### src/rtl/pipelined_hybrid_adder.sv
// ============================================================================
//  Module      : pipelined_hybrid_adder
//  Description : WIDTH-bit add/sub built from BLOCK-bit CLA slices, one slice
//                per pipeline stage, with a valid/ready handshake.
//  Revision    : 1.0 - initial pipelined release
// ============================================================================
`default_nettype none

module pipelined_hybrid_adder #(
    parameter int WIDTH = 16,
    parameter int BLOCK = 4
) (
    input  logic             clk,
    input  logic             rst,
    input  logic             in_valid,
    output logic             in_ready,
    input  logic [WIDTH-1:0] a,
    input  logic [WIDTH-1:0] b,
    input  logic             c_in,
    input  logic             sub,
    output logic             out_valid,
    input  logic             out_ready,
    output logic [WIDTH-1:0] sum,
    output logic             c_out,
    output logic             ovf
);

    localparam int STAGES = WIDTH / BLOCK;

    // Returns {carry into slice MSB, carry out, sum slice} in lookahead form.
    function automatic logic [BLOCK+1:0] cla(input logic [BLOCK-1:0] x,
                                             input logic [BLOCK-1:0] y,
                                             input logic             ci);
        logic [BLOCK-1:0] g;
        logic [BLOCK-1:0] p;
        logic [BLOCK:0]   c;
        logic             acc;
        logic             pp;
        g    = x & y;
        p    = x ^ y;
        c    = '0;
        c[0] = ci;
        for (int i = 0; i < BLOCK; i++) begin
            acc = g[i];
            pp  = p[i];
            for (int j = i - 1; j >= 0; j--) begin
                acc = acc | (g[j] & pp);
                pp  = pp & p[j];
            end
            c[i+1] = acc | (pp & ci);
        end
        return {c[BLOCK-1], c[BLOCK], p ^ c[BLOCK-1:0]};
    endfunction

    logic w_adv;
    logic out_valid_q;
    logic [WIDTH-1:0] sum_q;
    logic c_out_q;
    logic ovf_q;

    // Stall is global: every stage, bubbles included, moves or holds together.
    assign w_adv     = !out_valid_q || out_ready;
    assign in_ready  = rst || w_adv;
    assign out_valid = out_valid_q;
    assign sum       = sum_q;
    assign c_out     = c_out_q;
    assign ovf       = ovf_q;

    logic [WIDTH-1:0] w_pa [STAGES];
    logic [WIDTH-1:0] w_pb [STAGES];
    logic [WIDTH-1:0] w_ps [STAGES];
    logic             w_pc [STAGES];
    logic             w_pv [STAGES];

    logic             v0_q;
    logic [WIDTH-1:0] a0_q;
    logic [WIDTH-1:0] b0_q;
    logic             c0_q;

    always_ff @(posedge clk) begin
        if (rst) begin
            v0_q <= 1'b0;
        end else if (w_adv) begin
            v0_q <= in_valid;
            a0_q <= a;
            b0_q <= sub ? ~b : b;
            c0_q <= sub | c_in;
        end
    end

    assign w_pv[0] = v0_q;
    assign w_pa[0] = a0_q;
    assign w_pb[0] = b0_q;
    assign w_pc[0] = c0_q;
    assign w_ps[0] = '0;

    generate
        for (genvar k = 0; k < STAGES; k++) begin : g_stage
            logic [BLOCK+1:0] w_r;
            logic [WIDTH-1:0] s_d;

            assign w_r = cla(w_pa[k][k*BLOCK +: BLOCK], w_pb[k][k*BLOCK +: BLOCK], w_pc[k]);

            always_comb begin
                s_d                    = w_ps[k];
                s_d[k*BLOCK +: BLOCK]  = w_r[BLOCK-1:0];
            end

            if (k < STAGES - 1) begin : g_mid
                logic             v_q;
                logic [WIDTH-1:0] a_q;
                logic [WIDTH-1:0] b_q;
                logic [WIDTH-1:0] s_q;
                logic             c_q;

                always_ff @(posedge clk) begin
                    if (rst) begin
                        v_q <= 1'b0;
                    end else if (w_adv) begin
                        v_q <= w_pv[k];
                        a_q <= w_pa[k];
                        b_q <= w_pb[k];
                        s_q <= s_d;
                        c_q <= w_r[BLOCK];
                    end
                end

                assign w_pv[k+1] = v_q;
                assign w_pa[k+1] = a_q;
                assign w_pb[k+1] = b_q;
                assign w_ps[k+1] = s_q;
                assign w_pc[k+1] = c_q;
            end else begin : g_last
                // Result fields only change when a real transaction lands.
                always_ff @(posedge clk) begin
                    if (rst) begin
                        out_valid_q <= 1'b0;
                        sum_q       <= '0;
                        c_out_q     <= 1'b0;
                        ovf_q       <= 1'b0;
                    end else if (w_adv) begin
                        out_valid_q <= w_pv[k];
                        if (w_pv[k]) begin
                            sum_q   <= s_d;
                            c_out_q <= w_r[BLOCK];
                            ovf_q   <= w_r[BLOCK+1] ^ w_r[BLOCK];
                        end
                    end
                end
            end
        end
    endgenerate

endmodule

`default_nettype wire
### config.mk
export PLATFORM = sky130hd
export DESIGN_NAME = pipelined_hybrid_adder
export DESIGN_NICKNAME = d
export VERILOG_FILES = /design/src/rtl/pipelined_hybrid_adder.sv
export SDC_FILE = /design/constraint.sdc
export NUM_CORES = 1
export LEC_CHECK = 0
export CORE_ASPECT_RATIO = 1.5
export CORE_MARGIN = 3
export CORE_UTILIZATION = 55
export CTS_BUF_LIST = sky130_fd_sc_hd__clkbuf_8 sky130_fd_sc_hd__clkbuf_16
export DETAILED_ROUTE_END_ITERATION = 10
export MAX_ROUTING_LAYER = met4
export PLACE_DENSITY_LB_ADDON = 0.05
export SETUP_SLACK_MARGIN = 0.3
export SYNTH_ARGS = -nofsm -noshare
export SYNTH_HDL_FRONTEND = slang
export SYNTH_SLANG_ARGS = --single-unit
### constraint.sdc
create_clock -name clk -period 10.6 [get_ports clk]
set_clock_uncertainty 0.05 [all_clocks]
set_input_delay 1.59 -clock clk [delete_from_list [all_inputs] [get_ports clk]]
set_output_delay 1.59 -clock clk [all_outputs]
set_load 0.05 [all_outputs]
==> summary.txt <==
Reg power frac -> 0.489
Worst EP required -> 8960 ps
Clock sinks -> 131
Post-CTS setup buffers -> 0
DRC errors left -> 0
Die Span Y -> 120 um
CTS buffer count -> 17
Total power draw -> 1.25 mW
Cell Area, Placed -> 0.00549 mm^2
Setup violators final -> 0
Unique masters post-synth -> 33
Share of cells above drive strength 1 -> 0.0965
Max-cap viol count -> 0
Net Count, Synth -> 349
Post-CTS Resized -> 0
Seq cells post-synth -> 131
Root Buffer -> clkbuf_16
H-tree levels -> 4
Largest net degree at the start of global routing -> 71
Routability congestion estimate -> 0.689
Pwr dens -> 206 mW/mm^2
CP Launch Type -> input pin
Routed len/inst -> 12.3 um
Static leakage -> 2.17 nW
Worst EP arrival -> 3740 ps
Fin. max-slew vios -> 0
Final Hold Viols -> 0
Initial antenna violation count -> 0
VDD IR max -> 0.000175 V
Die W -> 82.3 um
Post-synthesis cell area -> 0.00480 mm^2
Max Fclk -> 186 MHz
Die area -> 0.00991 mm^2
FILL cells -> 553
Vias in the first global route -> 2273
Comb pwr share -> 0.056
Worst min-delay path category -> reg2reg
FP Rows -> 41
Setup TNS -> 0 ps
GRT overflow -> 0
Synth warn -> 0
Cell Int Power -> 1.00 mW
Final nets -> 418
Wirelength, routed -> 5880 um
Worst slew pin tran -> 1060 ps
Starting density of the core -> 0.567
Core Footprint -> 0.00846 mm^2
Fin crit share -> 0.508
CTS tree -> yes
Post-route minimum period -> 5380 ps
Sw Share -> 0.199
Unrepaired setup endpoints after global routing -> false
P_sw -> 0.249 mW
Fin area -> 0.00608 mm^2
Synth Area per Inst -> 16.5 um^2
First DRT Iteration DRCs -> 123
Global-route wire length before repair -> 9870 um
Worst setup EP type -> output pin
Port bufs -> 57
Via Count -> 2362
Power share of the clock group -> 0.454
N_diodes -> 0
Detailed Place HPWL -> 3840 um
Mapped Cells -> 291
Clk_lat worst skew -> 400 ps
# IOs -> 58
Max-slew headroom -> 0.289
Routed Antenna Nets -> 0
Status -> complete, no violations
Gr usage total -> 0.142
Crit Path Category -> in2out
Worst Path Max Fanout -> 25
Drt pass-1 iters -> 4
Via density -> 4.92
Synthesis-to-finish area growth -> 26.6%
Max clock buf depth -> 2
Hold-fix buffers at CTS -> 0
Register area share after synthesis -> 0.771
Clk pin slew, worst setup/hold paths -> 50 ps
[layout make-up]
type	count	area, um^2	area share
Clock buffer	17	425	0.0700
Clock inverter	15	166	0.0274
Inverter	6	22.5	0.00371
Multi-Input combinational cell	146	1050	0.172
Sequential cell	131	3700	0.609
Tap cell	107	134	0.0220
Timing Repair Buffer	58	578	0.0951
[worst paths after layout]
path	endpoint	slack, ps	cells past startpoint	from
setup reg to reg	g_stage[2].g_mid.c_q$_DFFE_PP_	8040	3	out_valid$_SDFFE_PP0N_
hold reg to reg	g_stage[0].g_mid.a_q[11]$_DFFE_PP_	360	0	a0_q[11]$_DFFE_PP_
hold / removal	g_stage[0].g_mid.a_q[11]$_DFFE_PP_	360	0	a0_q[11]$_DFFE_PP_
setup / recovery	in_ready	5220	4	rst
[state kept, by name, summed over array words and instances, names as in the netlist]
signal / count
a0_q: 16
c0_q: 1
g_stage.g_mid.v_q: 3
out_valid: 1
g_stage.g_mid.c_q: 3
b0_q: 16
v0_q: 1
g_stage.g_mid.a_q: 24
c_out: 1
g_stage.g_mid.b_q: 24
ovf: 1
g_stage.g_mid.s_q: 24
sum: 16
[stage by stage]
step,hold WS (ps),cells,util,setup WS [ps]
final,362,480,0.718,5220
after global routing,366,480,0.718,5010
after CTS,363,480,0.718,5200
after detailed placement,355,448,0.648,5190
after global placement,351,448,0.648,5220
after floorplan,350,291,-,3320
[cells in the mapped netlist]
library cell	instances	area [um^2]
edfxtp_1	108	3240
nand2_1	27	101
dfxtp_1	23	460
nor2_1	18	67.6
xor2_1	18	158
ha_1	16	200
a21oi_1	14	70.1
o21ai_0	9	45.0
a211oi_1	8	60.1
inv_1	6	22.5
buf_2	5	25.0
xnor2_1	5	43.8
fa_1	4	80.1
nand2b_1	4	25.0
a21o_1	3	22.5
a22o_1	3	26.3
clkbuf_1	3	11.3
nand3b_1	2	15.0
a211oi_2	1	12.5
a31oi_1	1	6.26
and2_1	1	6.26
nand2_2	1	6.26
nand2b_4	1	13.8
nand3_1	1	5.00
nand4b_1	1	8.76
nor2b_1	1	6.26
nor3b_2	1	12.5
nor4_1	1	6.26
o21bai_1	1	7.51
o41ai_1	1	8.76
or2_2	1	6.26
or3b_1	1	8.76
or4b_1	1	10.0
[placed cells by master (no fill, tap or decap), drive strengths merged, types with 5 or more instances in the layout]
master,instances
dfxtp,23
xnor2,5
a211oi,9
a21oi,14
clkbuf,17
inv,6
o21ai,9
ha,16
nand2b,5
nor2,18
edfxtp,108
nand2,28
clkinvlp,8
clkdlybuf4s50,57
xor2,18
[layer usage]
| metal | GRT usage | up-vias | part of all wire |
|---|---|---|---|
| li1 | - | 1206 | - |
| met1 | 0.150 | 1090 | 0.39 |
| met2 | 0.224 | 60 | 0.54 |
| met3 | 0.0544 | 6 | 0.050 |
| met4 | 0.0811 | 0 | 0.013 |
| met5 | - | - | 0 |
[power groups by stage]
stage / logic, mW / clock network, mW / registers (mW)
2_1_floorplan: 0.0424 / 0 / 0.626
4_1_cts: 0.0720 / 0.583 / 0.612
3_5_place_dp: 0.0714 / 0 / 0.623
3_3_place_gp: 0.0693 / 0 / 0.621
6_report: 0.0705 / 0.568 / 0.612
5_1_grt: 0.0801 / 0.602 / 0.615
[cell families after synthesis]
kind of cell	share of synthesized area
AO/OA/AOI/OAI	0.0539
XOR/XNOR	0.0419
adder cells (fa/ha/maj)	0.0584
buffers and inverters	0.0122
flip-flops	0.771
AND/OR/NAND/NOR	0.0623
[critical path, cell delays in order]
cell	delay (ps)
clkdlybuf4s50_1	1010
nor2_1	220
inv_1	120
clkdlybuf4s50_1	800
No activity file was read; power rests on OpenSTA's default activity.
